--- src/rtl/dmem_arbiter.sv ---
// Two-requester data-memory arbiter: round-robin grant plus a one-entry access stage
// that drives the asynchronous-read data memory one cycle after acceptance.
module dmem_arbiter #(
    parameter int unsigned ADDR_W = 5,
    parameter int unsigned DATA_W = 32
) (
    input  logic              clk,
    input  logic              rst,
    input  logic              req0,
    input  logic              req1,
    input  logic              we0,
    input  logic              we1,
    input  logic [ADDR_W-1:0] addr0,
    input  logic [ADDR_W-1:0] addr1,
    input  logic [DATA_W-1:0] wdata0,
    input  logic [DATA_W-1:0] wdata1,
    output logic              gnt0,
    output logic              gnt1,
    output logic              ack0,
    output logic              ack1,
    output logic [DATA_W-1:0] rdata0,
    output logic [DATA_W-1:0] rdata1,
    output logic [ADDR_W-1:0] mem_adr,
    output logic [DATA_W-1:0] mem_din,
    output logic              mem_w,
    output logic              mem_r,
    input  logic [DATA_W-1:0] mem_dout
);

    logic              prio_q,  prio_d;
    logic              valid_q, valid_d;
    logic              owner_q, owner_d;
    logic              we_q,    we_d;
    logic [ADDR_W-1:0] addr_q,  addr_d;
    logic [DATA_W-1:0] wdata_q, wdata_d;

    // Grant: sole requester wins; under contention the priority pointer decides.
    always_comb begin
        gnt0 = 1'b0;
        gnt1 = 1'b0;
        if (!rst) begin
            if (req0 && (!req1 || !prio_q)) begin
                gnt0 = 1'b1;
            end else if (req1) begin
                gnt1 = 1'b1;
            end
        end
    end

    // Next state: load the stage on acceptance, hand priority to the other side.
    always_comb begin
        prio_d  = prio_q;
        valid_d = gnt0 | gnt1;
        owner_d = owner_q;
        we_d    = we_q;
        addr_d  = addr_q;
        wdata_d = wdata_q;
        if (gnt0) begin
            prio_d  = 1'b1;
            owner_d = 1'b0;
            we_d    = we0;
            addr_d  = addr0;
            wdata_d = wdata0;
        end else if (gnt1) begin
            prio_d  = 1'b0;
            owner_d = 1'b1;
            we_d    = we1;
            addr_d  = addr1;
            wdata_d = wdata1;
        end
    end

    always_ff @(posedge clk or posedge rst) begin
        if (rst) begin
            prio_q  <= 1'b0;
            valid_q <= 1'b0;
            owner_q <= 1'b0;
            we_q    <= 1'b0;
            addr_q  <= '0;
            wdata_q <= '0;
        end else begin
            prio_q  <= prio_d;
            valid_q <= valid_d;
            owner_q <= owner_d;
            we_q    <= we_d;
            addr_q  <= addr_d;
            wdata_q <= wdata_d;
        end
    end

    // Stage outputs are gated by valid so an empty or reset stage drives all zeros.
    always_comb begin
        mem_adr = '0;
        mem_din = '0;
        mem_w   = 1'b0;
        mem_r   = 1'b0;
        ack0    = 1'b0;
        ack1    = 1'b0;
        rdata0  = '0;
        rdata1  = '0;
        if (valid_q) begin
            mem_adr = addr_q;
            mem_din = wdata_q;
            mem_w   = we_q;
            mem_r   = ~we_q;
            ack0    = ~owner_q;
            ack1    = owner_q;
            if (!we_q && !owner_q) begin
                rdata0 = mem_dout;
            end
            if (!we_q && owner_q) begin
                rdata1 = mem_dout;
            end
        end
    end

endmodule
--- config.mk ---
export PLATFORM = sky130hd
export DESIGN_NAME = dmem_arbiter
export DESIGN_NICKNAME = d
export VERILOG_FILES = /design/src/rtl/dmem_arbiter.sv
export SDC_FILE = /design/constraint.sdc
export NUM_CORES = 1
export LEC_CHECK = 0
export CORE_UTILIZATION = 35
export DETAILED_ROUTE_END_ITERATION = 6
export GPL_TIMING_DRIVEN = 0
export PLACE_DENSITY = 0.88
export SLEW_MARGIN = 20
export SYNTH_ARGS = -nofsm -noshare
export SYNTH_HDL_FRONTEND = slang
export SYNTH_SLANG_ARGS = --single-unit
--- constraint.sdc ---
create_clock -name clk -period 3.7 [get_ports clk]
set_input_delay 0.74 -clock clk [delete_from_list [all_inputs] [get_ports clk]]
set_output_delay 0.74 -clock clk [all_outputs]
set_load 0.05 [all_outputs]
* After elaboration in Yosys (flattened, before gate mapping) *
Index checks and enable logic that the tools add are counted.
W data, S select, Z words.

operators by class
  bitwise logic cells = 3
  reductions and logical operators = 9
  mux-type cells = 25

operators with widths
  cell                 number
  $mux W32             7
  $mux W1              15
  $mux W5              3
  $logic_not A1 Y1     4
  $logic_and A1 B1 Y1  3
  $not A1 Y1           2
  $reduce_bool A2 Y1   1
  $logic_or A1 B1 Y1   1
  $or A1 B1 Y1         1

storage, ports and cells
  bits in registers = 41
  input port bits = 112
  output and inout port bits = 107
  word-level logic and storage cells = 43

* Depth between registers and ports, before layout *
Gate-level depths: netlist of the first run.

  depth in word-level cells = 7
  gate-level depth with buffers = 5

* Worst setup path before layout of the first run *
OpenSTA, ideal clock, no wires.

  kind = input to output
  start = in rst
  end = out gnt0
  stages = 4
  data arrival time = 2.591 ns
  setup slack = 0.369 ns
  buffers on the path = 1
  path through = inv_1 > nand3_1 > buf_2 > inv_1

on the way
  word-level cells in the longest chain between the ends = 1

RTL lines
  element      line  text
  from (decl)  8     input logic rst,
  $mux W1      41    if (!rst) begin
  to (decl)    17    output logic gnt0,

Every way passes these cells.

* Worst setup path in the final report of the first run *
Same ends and word-level chain as after synthesis.

==> results.sh, run 1 <==
export IMPL_cp_slowest_cell="dlygate4sd2_1"
export IMPL_routed_wl_met3_um=770
export IMPL_ctsHoldBuffers=0
export IMPL_clock_sinks=41
export IMPL_min_to="prio_q"
export IMPL_mostFrequentLayoutCells="clkdlybuf4s50_1, mux2_4, nor2_1, dfrtp_1, and2_1"
export IMPL_hold_class="reg -> reg"
export IMPL_dr_total_vias=2919
export IMPL_die_h_um=93.97
export IMPL_skew_ps=7.887
export IMPL_swShare_pct=39.43
export IMPL_worstPathRequired_ps=2960
export IMPL_routed_top_layer="met4"
export IMPL_synth_seq_cells=41
export IMPL_rsz0062_at_grt="no"
export IMPL_firstDrtPassIters=4
export IMPL_r2r_start="prio_q"
export IMPL_dr_first_iter_drc_count=74
export IMPL_drt_met1_wl_um=3748
export IMPL_ff2ff_setup_slack_ps=2350
export IMPL_rows=33
export IMPL_crit_type="in -> out"
export IMPL_routed_via_density=4.678
export IMPL_route_met2_wl_um=5131
export IMPL_grt_start_max_net_pins=26
export IMPL_fin_area_um2=5384
export IMPL_place_hpwl_um=7936
export IMPL_crit_chain="clkdlybuf4s50_1, inv_2, nand3_2, buf_2, inv_1, dlygate4sd2_1"
export IMPL_nets=630
export IMPL_cts_buffers_inserted=5
export IMPL_cts_root_buf="clkbuf_8"
export IMPL_worst_slew_pin_slew_ps=548.3
export IMPL_finalSetupViolations=0
export IMPL_reg2reg_depth=4
export IMPL_core_um2=8217
export IMPL_start_kind="primary input"
export IMPL_min_delay_start="prio_q"
export IMPL_yosysUniqueCellTypes=19
export IMPL_synthesis_area_um2=2960
export IMPL_num_io_pins=219
export IMPL_overflow=0
export IMPL_arrival_ps=2630
export IMPL_postRouteAntennaNets=0
export IMPL_cellLeakagePower_uw=0.002362
export IMPL_slew_headroom_pct=63.33
export IMPL_worstHoldPathCells=2
export IMPL_max_cap_viol_count=0
export IMPL_clockPowerShare_pct=15.4
export IMPL_cts_max_level=2
export IMPL_port_buffers=218
export IMPL_pwr_density_cell_nw_per_um2=352.6
export IMPL_final_common_cell="clkdlybuf4s50_1"
export IMPL_clk_pin_slew_ps=80
export IMPL_final_core_util_pct=65.52
export IMPL_n_antenna_cell=0
export IMPL_post_route_min_period_ps=3367
export IMPL_clock_latency_ps=290
export IMPL_place_area_um2=5294
export IMPL_finalHoldViolCount=0
export IMPL_grt_total_usage_pct=21.95
export IMPL_comb_power_share_pct=54.4
export IMPL_rr_endpoint="wdata_q[29]"
export IMPL_period_share_pct=91.01
export IMPL_p_int_uw=1150
export IMPL_drc=0
export IMPL_syn_to_final_growth_pct=81.87
export IMPL_yosysWarnings=0
export IMPL_syn_area_per_cell_um2=10.14
export IMPL_seq_area_frac_synth_pct=34.66
export IMPL_syn_num_nets=404
export IMPL_p_switching_uw=748.5
export IMPL_end_kind="output port"
export IMPL_die_w_um=93.97
export IMPL_grt_pass1_vias=3007
export IMPL_pwr_share_seq_pct=30.2
export IMPL_post_drt_wl_per_cell_um=15.71
export IMPL_slew_violations=0
export IMPL_status="completed"
export IMPL_drive_above_1_share_pct=18.88
export IMPL_cts_tree="done"
export IMPL_die_area_um2=8829
export IMPL_grt_antenna_before_repair=0
export IMPL_grt_pass1_wl_um=14960
export IMPL_slowest_delay_ps=520
export IMPL_maxClockFrequency_ghz=0.2970
export IMPL_totalWireLength_um=9804
export IMPL_syn_inst=292
export IMPL_clockBufferDepth=2
export IMPL_path_max_fanout=18
export IMPL_initial_utilization_pct=36.03
export IMPL_ir_worst_vdd_uv=200.6
export IMPL_gp_congestion=0.8447
-- cells in the mapped netlist (all sizes together) --
cell type	instances	area, um2
mux2	76	1104
dfrtp	41	1026
a21boi	1	7.510
inv	4	15.01
nor2b	2	12.51
and2	39	244.0
nor2	64	240.2
nand2	36	135.1
or2	1	6.260
buf	12	95.08
nand2b	2	20.02
clkbuf	12	45.04
a21oi	1	5.000
nand3	1	5.000
-- worst max path at each step --
stage / depth (start not counted) / endpoint / start / slack [ps]
6_report: 6 / gnt0 / rst / 330
5_1_grt: 6 / gnt0 / rst / 140
4_1_cts: 6 / gnt0 / rst / 170
3_5_place_dp: 6 / gnt0 / rst / -110
3_3_place_gp: 6 / gnt0 / rst / -1370
2_1_floorplan: 4 / gnt0 / rst / 370
-- logic make-up (layout without fill, tap and decap cells) --
group                  after synthesis  count (layout)  synth area share (%)
and+or+nand+nor                    145             145                 22.40
muxes                               76              76                 37.28
DFF                                 41              41                 34.66
buffers and inverters               28             255                 5.240
AOI/OAI and AO/OA                    2               2                0.4226
-- flip-flops by register name (all words and copies together) (netlist names) --
name and count:
wdata_q 32, owner_q 1, addr_q 5, we_q 1
valid_q 1, prio_q 1
-- power groups by stage --
stage	Clock, uW	Sequential, uW	Combinational, uW
finish	292	573	1030
CTS	303	573	1040
global placement	0	575	1020
detailed placement	0	580	1040
floorplan	0	562	688
global route	319	582	1090
-- metal layers --
metal	GRT usage [%]	vias to the layer above
li1	-	1387
met4	6.026	0
met3	5.259	12
met1	23.85	1381
met5	0	-
met2	41.85	139
-- stage by stage --
stage / instances / power, uW / setup WS, ps / hold slack (ps) / setup TNS, ps
detailed placement: 616 / 1617 / -110.0 / 507.3 / -110.0
global placement: 615 / 1591 / -1368 / 485.6 / -8540
floorplan: 292 / 1249 / 369.1 / 468.0 / 0
CTS: 624 / 1916 / 170.5 / 524.3 / 0
global route: 624 / 1988 / 135.8 / 569.6 / 0
finish: 624 / 1898 / 332.7 / 525.9 / 0
-- worst max-delay path: cells and delay by family --
family,cells,cell delay (ps)
buffers and inverters,5,1640
and+or+nand+nor,1,250
-- timing repair --
item	CTS	global route
gates resized for setup	1	1
buffers inserted	0	0
endpoints found under the setup margin	1	1
-- final cells by class --
| cell class | instances | area, um2 |
|---|---|---|
| fill | 682 | 2833 |
| timing repair buffer | 219 | 2201 |
| multi-input combinational | 223 | 1784 |
| sequential | 41 | 1026 |
| buffer | 24 | 140.1 |
| tap | 105 | 131.4 |
| clock buffer | 5 | 68.82 |
| clock inverter | 3 | 17.52 |
| inverter | 4 | 15.01 |
Note: power is estimated with default switching activity, not from simulation.
==> run 2, diff against run 1 <==
CORE_UTILIZATION = 36   (was 35)
CTS_BUF_LIST = sky130_fd_sc_hd__clkbuf_4   (was not set)
PLACE_DENSITY = 0.9   (was 0.88)
==> results.sh, run 2 (synthesis gave the netlist of run 1 again) <==
export IMPL_ir_worst_vdd_uv=207.4
export IMPL_syn_to_final_growth_pct=81.36
export IMPL_cellLeakagePower_uw=0.002359
export IMPL_cts_buffers_inserted=5
export IMPL_rsz0062_at_grt="no"
export IMPL_largest_reg_flops=32
export IMPL_clockBufferDepth=2
export IMPL_reg_top3="wdata_q x32, addr_q x5"
export IMPL_drc=0
export IMPL_clockPowerShare_pct=16.0
export IMPL_clock_sinks=41
export IMPL_die_h_um=92.68
export IMPL_finalHoldViolCount=0
export IMPL_layout_cells_non_filler=621
export IMPL_rows=32
export IMPL_worst_slew_pin_slew_ps=554.6
export IMPL_post_drt_wl_per_cell_um=15.99
export IMPL_die_area_um2=8590
export IMPL_cts_max_level=2
export IMPL_p_int_uw=1170
export IMPL_comb_power_share_pct=54.1
export IMPL_die_w_um=92.68
export IMPL_dr_first_iter_drc_count=37
export IMPL_place_inst=613
export IMPL_maxClockFrequency_ghz=0.3001
export IMPL_n_antenna_cell=0
export IMPL_fill_cells=606
export IMPL_grt_pass1_vias=3106
export IMPL_routed_via_density=4.670
export IMPL_swShare_pct=38.89
export IMPL_finalSetupViolations=0
export IMPL_cts_root_buf="clkbuf_4"
export IMPL_skew_ps=8.813
export IMPL_firstDrtPassIters=4
export IMPL_arrival_ps=2590
export IMPL_p_switching_uw=744.6
export IMPL_status="completed"
export IMPL_cp_slowest_cell="clkdlybuf4s50_1"
export IMPL_slowest_delay_ps=440
export IMPL_overflow=0
export IMPL_crit_chain="clkdlybuf4s50_1, inv_2, buf_12, nand3_1, buf_2, inv_1, clkbuf_2"
export IMPL_final_core_util_pct=68.42
export IMPL_cts_tree="done"
export IMPL_port_buffers=218
export IMPL_nets=630
export IMPL_crit_type="in -> out"
export IMPL_clock_latency_ps=340
export IMPL_num_io_pins=219
export IMPL_drive_above_1_share_pct=18.88
export IMPL_dr_total_vias=2900
export IMPL_initial_utilization_pct=37.72
export IMPL_hold_class="reg -> reg"
export IMPL_ctsHoldBuffers=0
export IMPL_postRouteAntennaNets=0
export IMPL_clk_pin_slew_ps=130
export IMPL_start_kind="primary input"
export IMPL_grt_total_usage_pct=22.88
export IMPL_grt_start_max_net_pins=30
export IMPL_max_cap_viol_count=0
export IMPL_core_um2=7848
export IMPL_grt_antenna_before_repair=0
export IMPL_mostFrequentLayoutCells="clkdlybuf4s50_1, mux2_4, nor2_1, dfrtp_1, and2_1"
export IMPL_period_share_pct=90.06
export IMPL_regMostFlops="wdata_q"
export IMPL_path_max_fanout=29
export IMPL_post_route_min_period_ps=3332
export IMPL_totalWireLength_um=9931
export IMPL_final_common_cell="clkdlybuf4s50_1"
export IMPL_grt_pass1_wl_um=15310
export IMPL_slew_violations=0
export IMPL_gp_congestion=0.8867
export IMPL_worstPathRequired_ps=2960
export IMPL_place_hpwl_um=8090
export IMPL_end_kind="output port"
export IMPL_slew_headroom_pct=62.91
export IMPL_pwr_density_cell_nw_per_um2=356.6
export IMPL_pwr_share_seq_pct=29.9
## run 2: path summary, 6_finish.rpt
kind                         from           to  depth (start not counted)  slack (ps)
max                           rst         gnt0                          7         370
min                        prio_q       prio_q                          2         520
max reg2reg                prio_q  wdata_q[29]                          4        2260
min reg2reg                prio_q       prio_q                          2         520
max in group asynchronous     rst   wdata_q[7]                          3        2540
min in group asynchronous     rst    addr_q[2]                          2         690
## run 2: layout make-up
cell class / count / area (um2) / share of cell area [%]
Buffer: 24 / 140.1 / 2.610
Clock buffer: 6 / 45.04 / 0.8390
Clock inverter: 2 / 38.79 / 0.7224
Inverter: 4 / 15.01 / 0.2797
Multi-Input combinational cell: 223 / 1779 / 33.14
Sequential cell: 41 / 1026 / 19.11
Tap cell: 102 / 127.6 / 2.377
Timing Repair Buffer: 219 / 2197 / 40.92
## run 2: what timing repair did
| item | in CTS | in global routing |
|---|---|---|
| buffers inserted | 0 | 0 |
| gates resized for setup | 1 | 2 |
| setup endpoints to repair | 1 | 1 |
## run 2: per-stage QoR
step | TNS (ps) | hold slack [ps] | instance area (um2) | power, uW | setup WS [ps]
after floorplan | 0 | 468.0 | 2960 | 1249 | 369.1
after global placement | -9941 | 482.3 | 5270 | 1593 | -1402
after detailed placement | -240.5 | 498.7 | 5290 | 1620 | -240.5
after CTS | 0 | 531.1 | 5373 | 1932 | 31.29
after global routing | 0 | 577.7 | 5369 | 2002 | 174.0
final | 0 | 523.9 | 5369 | 1915 | 367.7
## run 2: critical path, delay by kind of cell
family,cells,cell delay (ps)
buffers and inverters,6,1580
and+or+nand+nor,1,250
## run 2: power by group through the flow
stage	clock network (uW)	logic, uW	registers (uW)
after global routing	331	1090	582
after global placement	0	1020	576
after CTS	316	1040	572
final	307	1040	572
after floorplan	0	688	562
after detailed placement	0	1040	578
## run 2: layer usage
layer  up-vias  track usage [%]  routed length [um]
met2       148            42.78                5155
met5         -                0                   0
met3        26            6.322                 818
met4         0            10.13                 325
li1       1389                -                   -
met1      1337            23.64                3632
